===== src/rtl/lsu_pkg.sv =====
// Shared definitions for the load/store unit: funct3 size codes, FSM states,
// and the request legality helper.
package lsu_pkg;

   localparam logic [2:0] F3_B  = 3'b000;
   localparam logic [2:0] F3_H  = 3'b001;
   localparam logic [2:0] F3_W  = 3'b010;
   localparam logic [2:0] F3_BU = 3'b100;
   localparam logic [2:0] F3_HU = 3'b101;

   typedef enum logic [1:0] {
      IDLE  = 2'd0,
      READ  = 2'd1,
      WRITE = 2'd2,
      RESP  = 2'd3
   } state_t;

   // Stores only have signed-size encodings; BU/HU are load-only.
   function automatic logic f3_legal(input logic we, input logic [2:0] f3);
      case (f3)
         F3_B, F3_H, F3_W: f3_legal = 1'b1;
         F3_BU, F3_HU:     f3_legal = !we;
         default:          f3_legal = 1'b0;
      endcase
   endfunction

endpackage


===== src/rtl/lsu_align.sv =====
// Little-endian lane steering: extracts/extends load data from a memory word
// and merges sub-word store data into a captured word.
module lsu_align
   import lsu_pkg::*;
(
   input  logic [2:0]  funct3,
   input  logic [1:0]  addr_lo,
   input  logic [31:0] word,
   input  logic [31:0] wdata,
   output logic [31:0] load_val,
   output logic [31:0] store_word
);

   logic [7:0]  byte_sel;
   logic [15:0] half_sel;

   assign byte_sel = word[{addr_lo, 3'b000} +: 8];
   assign half_sel = word[{addr_lo[1], 4'b0000} +: 16];

   always_comb begin
      // NOTE: every output gets a default first so no path leaves it unassigned (no latch).
      load_val   = word;
      store_word = word;
      case (funct3)
         F3_B:    load_val = {{24{byte_sel[7]}}, byte_sel};
         F3_BU:   load_val = {24'h0, byte_sel};
         F3_H:    load_val = {{16{half_sel[15]}}, half_sel};
         F3_HU:   load_val = {16'h0, half_sel};
         default: load_val = word;
      endcase
      case (funct3)
         F3_B:    store_word[{addr_lo, 3'b000} +: 8]     = wdata[7:0];
         F3_H:    store_word[{addr_lo[1], 4'b0000} +: 16] = wdata[15:0];
         F3_W:    store_word = wdata;
         default: store_word = word;
      endcase
   end

endmodule


===== src/rtl/lsu.sv =====
// Load/store unit: one request at a time onto a word-wide data memory port,
// with sub-word stores done as read-modify-write.
module lsu
   import lsu_pkg::*;
#(
   parameter int MEM_BYTES = 1024
) (
   input  logic        clk,
   input  logic        rst,
   input  logic        req_valid,
   output logic        req_ready,
   input  logic        req_we,
   input  logic [2:0]  req_funct3,
   input  logic [31:0] req_addr,
   input  logic [31:0] req_wdata,
   output logic        resp_valid,
   output logic [31:0] resp_rdata,
   output logic        resp_err,
   output logic        MemRead,
   output logic        MemWrite,
   output logic [31:0] mem_addr,
   output logic [31:0] mem_wd,
   input  logic [31:0] mem_rd
);

   state_t      state, state_nxt;
   logic        lat_we, err_q;
   logic [2:0]  lat_f3;
   logic [31:0] lat_addr, lat_wdata, word_q;
   logic [31:0] load_val, store_word;
   logic [32:0] word_end;
   logic        req_err, accept;

   // Word end computed one bit wider so addresses near 2^32 cannot wrap into range.
   assign word_end = {1'b0, req_addr[31:2], 2'b00} + 33'd3;
   assign req_err  = !f3_legal(req_we, req_funct3)
                   || ((req_funct3 == F3_H || req_funct3 == F3_HU) && req_addr[0])
                   || (req_funct3 == F3_W && req_addr[1:0] != 2'b00)
                   || (word_end >= 33'(MEM_BYTES));
   assign accept   = (state == IDLE) && req_valid;

   always_ff @(posedge clk) begin
      // NOTE: sequential state uses non-blocking assignments only.
      if (rst) begin
         state <= IDLE;
         err_q <= 1'b0;
      end else begin
         state <= state_nxt;
         if (accept) err_q <= req_err;
      end
   end

   // NOTE: datapath registers carry no reset; they are always written before being used.
   always_ff @(posedge clk) begin
      if (accept) begin
         lat_we    <= req_we;
         lat_f3    <= req_funct3;
         lat_addr  <= req_addr;
         lat_wdata <= req_wdata;
      end
      if (state == READ) word_q <= mem_rd;
   end

   always_comb begin
      state_nxt = state;
      case (state)
         IDLE: begin
            if (req_valid) begin
               if (req_err)                             state_nxt = RESP;
               else if (req_we && req_funct3 == F3_W)   state_nxt = WRITE;
               else                                     state_nxt = READ;
            end
         end
         READ:    state_nxt = lat_we ? WRITE : RESP;
         WRITE:   state_nxt = RESP;
         default: state_nxt = IDLE;
      endcase
   end

   lsu_align u_align (
      .funct3     (lat_f3),
      .addr_lo    (lat_addr[1:0]),
      .word       (word_q),
      .wdata      (lat_wdata),
      .load_val   (load_val),
      .store_word (store_word)
   );

   // Port strobes and the response are gated by rst so a reset edge never commits or reports.
   always_comb begin
      req_ready  = (state == IDLE) && !rst;
      MemRead    = (state == READ) && !rst;
      MemWrite   = (state == WRITE) && !rst;
      mem_addr   = 32'h0;
      mem_wd     = 32'h0;
      resp_valid = (state == RESP) && !rst;
      resp_err   = 1'b0;
      resp_rdata = 32'h0;
      if (state == READ || state == WRITE) mem_addr = {lat_addr[31:2], 2'b00};
      if (state == WRITE) mem_wd = store_word;
      if (resp_valid) begin
         resp_err = err_q;
         if (!err_q && !lat_we) resp_rdata = load_val;
      end
   end

endmodule


===== config.mk =====
export PLATFORM = sky130hd
export DESIGN_NAME = lsu
export DESIGN_NICKNAME = d
export VERILOG_FILES = /design/src/rtl/lsu_pkg.sv /design/src/rtl/lsu_align.sv /design/src/rtl/lsu.sv
export SDC_FILE = /design/constraint.sdc
export NUM_CORES = 1
export LEC_CHECK = 0
export ABC_AREA = 1
export CORE_ASPECT_RATIO = 1.4
export CORE_MARGIN = 3
export CORE_UTILIZATION = 41
export DETAILED_ROUTE_END_ITERATION = 8
export PLACE_DENSITY = 0.77
export SYNTH_ARGS = -nofsm -noshare
export SYNTH_HDL_FRONTEND = slang
export SYNTH_SLANG_ARGS = --single-unit

===== constraint.sdc =====
create_clock -name clk -period 2.85 [get_ports clk]
set_input_delay 0.57 -clock clk [delete_from_list [all_inputs] [get_ports clk]]
set_output_delay 0.57 -clock clk [all_outputs]
set_load 0.03 [all_outputs]

==> impl_metrics.yaml, run 1 <==
floorplanning:
  dieArea_um2: 15200
  initial_core_util_pct: 42.0
  num_rows: 50
  die_h_um: 144
  die_x_um: 105
  pin_count: 204
  fp.coreArea_um2: 13400
clock_tree:
  cts_tree: "yes"
  cts.sink_count: 103
  clockBufferDepth: 2
  cts.clk_slew.worst_paths_ps: 70
  cts.htree.levels: 3
  root_buffer: "clkbuf_16"
  numCtsBuffers: 9
  insertion_delay_ps: 360
  hold_buffers: 0
worst_setup_path:
  path_class: "reg -> out"
  crit_required_ps: 2280
  cp-start-kind: "register"
  critPathCaptureType: "output port"
  crit_fanout: 8
  arrival_ps: 2280
detailed_routing:
  drc: 0
  highest_layer: "met4"
  drt-met1-wl_mm: 6.86
  vias: 5500
  wl_met2_mm: 10.2
  first_iter_violations: 262
  vias_per_cell: 5.18
  ant_nets: 0
  wl_met3_mm: 1.82
  totalWireLength_mm: 19.7
  firstDrtPassIters: 6
  post_drt_wl_per_cell_um: 18.6
job:
  maxCapViolCount: 0
global_routing:
  antenna_found_initial: 0
  grt_pass1_wl_mm: 29.2
  overflow: 0
  gr-usage-all-layers_pct: 25.5
  grt_max_degree: 41
  first_global_vias: 5405
final_layout:
  fin_util_pct: 67.3
  num_antenna_cells: 0
  drive_above_1_share_pct: 23.0
  final_area_um2: 9010
  fillers: 1072
  syn2layout_area_growth_pct: 60.5
  nets: 987
  instances_no_fill: 1061
logic_synthesis:
  yosys.area_share.simple_pct: 17.0
  synth_cell_types: 34
  synth.yosys.seq_area_share_pct: 54.5
  synthAdderAreaFrac_pct: 2.23
  ys.flop_type: "edfxtp_1"
  synth_common_cells: "143 x nand2_1, 101 x inv_1, 100 x edfxtp_1"
  synth_seq_cells: 103
  synth_top_cell_area_share_pct: 53.5
  netlist_area_um2: 5620
  syn_area_per_cell_um2: 8.69
  synth_edf_count: 100
  synthArstFlopShare_pct: 0
  yosysMostFrequentCell: "nand2_1"
  synth_compound_area_share_pct: 16.8
  yosysWarnings: 0
  synth_top_family_by_area: "simple AND/OR/NAND/NOR gates"
  synthTopCellsByArea: "edfxtp_1 53%, nand2_1 9.6%, a21oi_1 6.8%, inv_1 6.7%, o21ai_0 4.0%"
  synth_mux_area_share_pct: 0.178
  synthCells: 646
  synth_xor_area_share_pct: 0
  yosys.area.top_type: "edfxtp_1"
timing:
  fmax_mhz: 351
  hold_viol: 0
  setup_tns_ps: 0
  skew_ps: 4.56
  finalMaxSlewViolations: 0
  finalSetupViolCount: 0
  fin_ws_ps: 3.56
  worst_hold_slack_ps: 509
  fin_crit_ps: 2850
  rsz0062_at_grt: "true"
  post-route-period-util_pct: 99.9
place:
  dp_cells: 1036
  place_ws_ps: -1.94
  place_area_um2: 8290
  hpwl_mm: 15.4
  gp_congestion: 0.970
  portBuffers: 201
run_status:
  status: "finished, final reports clean"
power:
  ir_drop_mv: 0.581
  p_total_mw: 7.65
  p_leak_nw: 3.95
  powerDensity_nw_per_um2: 848
hold_path:
  holdCritPathClass: "reg -> reg"
==> state kept, by name (all words and copies together), names as in the netlist <==
name       cells
word_q        32
lat_wdata     32
err_q          1
state          2
lat_addr      32
lat_f3         3
lat_we         1
==> timing repair <==
item	4_1_cts	5_1_grt
gates resized for setup	18	100
setup endpoints to repair	28	58
pin swaps	1	27
buffers inserted	4	5
==> final timing paths <==
check	start	to	slack, ps	cells past startpoint
max	lat_addr[1]	mem_wd[1]	4	8
min	err_q	err_q	510	2
max reg2reg	state[0]	lat_wdata[29]	1230	5
min reg2reg	err_q	err_q	510	2
==> per-layer routing <==
metal	up-vias	global-route usage (%)
li1	2643	-
met1	2525	27.5
met2	283	45.7
met3	49	7.68
met4	0	12.7
met5	-	0
==> layout make-up <==
type / count / area [µm²] / area share [%]
flip-flops and latches: 103 / 3060 / 34.0
repair buffers: 243 / 2680 / 29.7
multi-input cells: 412 / 2340 / 25.9
inverters: 105 / 407 / 4.51
clock buffers: 10 / 229 / 2.54
well taps: 182 / 228 / 2.53
clock inverters: 6 / 76.3 / 0.847
==> power breakdown <==
part / internal (mW) / leakage (nW) / switching [mW]
registers: 2.13 / 0.963 / 0.300
clock network: 0.696 / 0.143 / 0.583
logic: 1.54 / 2.84 / 2.40
total: 4.37 / 3.95 / 3.28
==> cell families (layout without fill, tap and decap cells) <==
group                    after synthesis  after routing
AO/OA/AOI/OAI                        164            164
flip-flops                           103            103
buffers and inverters                132            364
multiplexers                           1              1
other                                  1              2
adder cells (fa/ha/maj)               10             10
AND/OR/NAND/NOR                      235            235
==> cells in the final DEF (no fill, tap or decap), types with 3 or more instances in the layout <==
| cell type | instances |
|---|---|
| a21oi_2 | 14 |
| nor2_1 | 48 |
| edfxtp_1 | 100 |
| dlymetal6s2s_1 | 11 |
| dfxtp_1 | 3 |
| buf_6 | 16 |
| o311ai_0 | 4 |
| nand2_1 | 133 |
| o21ai_4 | 4 |
| nor2_2 | 10 |
| buf_4 | 55 |
| nand3_1 | 12 |
| inv_1 | 88 |
| o22ai_2 | 5 |
| inv_2 | 14 |
| nor3_1 | 3 |
| o21ai_0 | 30 |
| nand2_2 | 8 |
| nor2_4 | 5 |
| clkbuf_16 | 9 |
| o22ai_1 | 3 |
| o211ai_1 | 15 |
| ha_1 | 6 |
| nand4_1 | 10 |
| buf_12 | 34 |
| a21oi_4 | 3 |
| nand2_4 | 3 |
| clkdlybuf4s50_1 | 123 |
| a21oi_1 | 61 |
| o21ai_1 | 11 |
| o21ai_2 | 5 |
| o221ai_1 | 4 |
==> worst max-delay path, cell delays in order, from the launching register on <==
cell and delay (ps):
edfxtp_1 480, inv_2 170, ha_4 240, inv_6 70, nand4_1 170, o21ai_4 330
nand2_1 110, a21oi_2 180, buf_6 150
(Power assumes the default switching activity.)
==> run 2, diff against run 1 <==
--- a/config.mk
+++ b/config.mk
@@ -7,10 +7,10 @@
 export LEC_CHECK = 0
 export ABC_AREA = 1
 export CORE_ASPECT_RATIO = 1.4
-export CORE_MARGIN = 3
 export CORE_UTILIZATION = 41
 export DETAILED_ROUTE_END_ITERATION = 8
 export PLACE_DENSITY = 0.77
+export SETUP_SLACK_MARGIN = 0.3
 export SYNTH_ARGS = -nofsm -noshare
 export SYNTH_HDL_FRONTEND = slang
 export SYNTH_SLANG_ARGS = --single-unit
==> impl_metrics.yaml, run 2 (synthesis results as in run 1) <==
global_routing:
  grt_max_degree: 33
  overflow: 0
  gr-usage-all-layers_pct: 27.2
  first_global_vias: 5543
  antenna_found_initial: 0
  grt_pass1_wl_mm: 28.6
worst_setup_path:
  cp-start-kind: "register"
  critPathTopFamily: "buffers and inverters"
  cp_cell_sequence: "buf_4 > o21ai_4 > mux2i_1 > nand2_1 > nand2_2 > o21ai_4 > buf_8 > a21oi_1 > buf_4"
  worst-path-buf-inv: 3
  path_class: "reg -> out"
  crit_fanout: 7
  cp_slowest_cell: "edfxtp_1"
  arrival_ps: 2250
  slowest_delay_ps: 500
  crit_required_ps: 2280
  critPathCaptureType: "output port"
timing:
  hold_viol: 0
  fin_crit_ps: 2820
  fin_ws_ps: 27.8
  rsz0062_at_grt: "true"
  finalSetupViolCount: 0
  setup_tns_ps: 0
  skew_ps: 6.13
  fmax_mhz: 354
  post-route-period-util_pct: 99.0
  finalMaxSlewViolations: 0
clock_tree:
  cts.htree.levels: 3
  root_buffer: "clkbuf_16"
  clockBufferDepth: 2
  cts.sink_count: 103
  cts.clk_slew.worst_paths_ps: 70
  hold_buffers: 0
  cts_tree: "yes"
  numCtsBuffers: 9
  insertion_delay_ps: 350
place:
  gp_congestion: 0.939
  place_ws_ps: 8.38
  hpwl_mm: 14.2
  portBuffers: 201
final_layout:
  num_antenna_cells: 0
  drive_above_1_share_pct: 31.0
  fillers: 1026
  syn2layout_area_growth_pct: 67.8
  most-common-layout-cells: "122 x nand2_1, 103 x clkdlybuf4s50_1, 100 x edfxtp_1"
  reg.largest.list: "lat_addr x32, lat_wdata x32, word_q x32"
  nets: 1007
  final_common_cell: "nand2_1"
hold_path:
  holdCritPathClass: "reg -> reg"
power:
  p_leak_nw: 3.97
  ir_drop_mv: 0.530
  powerDensity_nw_per_um2: 817
detailed_routing:
  vias_per_cell: 5.31
  vias: 5745
  drc: 0
  first_iter_violations: 462
  totalWireLength_mm: 19.6
  ant_nets: 0
  firstDrtPassIters: 6
  post_drt_wl_per_cell_um: 18.1
floorplanning:
  die_h_um: 140
  die_x_um: 101
  fp.coreArea_um2: 13400
  num_rows: 50
  initial_core_util_pct: 42.0
  pin_count: 204
  dieArea_um2: 14200
job:
  maxCapViolCount: 0
run_status:
  status: "finished, final reports clean"
==> run 2: changes by cell type in the layout (fill, tap and decap cells not counted), moves of 8 or more <==
cell	change
buf_12	-8
dlygate4sd2_1	+26
buf_6	+14
buf_4	+12
nor2_1	-9
o21ai_0	-9
clkdlybuf4s50_1	-20
a21oi_4	+16
nand2_1	-11
a21oi_1	-15
nand2_2	+12
dlymetal6s2s_1	-11
==> run 2: cell type report <==
cell class / count / area, µm² / area share, %
Clock buffer: 10 / 229 / 2.43
Clock inverter: 6 / 70.1 / 0.743
Inverter: 105 / 419 / 4.45
Multi-Input combinational cell: 413 / 2670 / 28.3
Sequential cell: 103 / 3070 / 32.6
Tap cell: 182 / 228 / 2.42
Timing Repair Buffer: 262 / 2740 / 29.1
==> run 2: path summary, 6_finish.rpt <==
| check | end | depth (start not counted) | slack, ps | start |
|---|---|---|---|---|
| worst max register to register | lat_wdata[10] | 5 | 1150 | state[0] |
| worst min-delay path | state[1] | 2 | 500 | state[1] |
| worst max-delay path | resp_rdata[31] | 9 | 30 | lat_addr[1] |
| worst min register to register | state[1] | 2 | 500 | state[1] |
==> run 2: repair_timing <==
item | in CTS | in global routing
buffers inserted | 13 | 21
pin swaps | 30 | 30
cloned | 2 | 0
resized for setup | 167 | 66
endpoints found under the setup margin | 91 | 93
==> run 2: where the power goes <==
part           total [mW]  switching (mW)  internal (mW)
combinational        4.02            2.54           1.48
sequential           2.42           0.289           2.14
clock                1.26           0.567          0.688
total                7.70            3.39           4.30
==> run 2: worst min-delay path, delay by kind of cell, from the launching register on <==
family,cells,cell delay (ps)
DFF,1,350
and+or+nand+nor,1,70
AOI/OAI and AO/OA,1,50
==> run 2: routing by layer <==
layer  GRT usage [%]  wire, µm
met5               0         0
met4            13.8      1040
met3            7.04      1700
met2            49.2     10100
met1            28.6      6710
==> run 2: through the flow <==
stage          area, µm²  util [%]  hold WS, ps  instances  total power [mW]
5_1_grt             9420      70.4          525       1081              8.06
3_5_place_dp        8280      61.8          508       1029              5.97
2_1_floorplan       5820         -          478        647              4.44
6_report            9420      70.4          504       1081              7.70
3_3_place_gp        8280      61.8          496       1029              5.93
4_1_cts             9090      67.9          510       1060              7.42
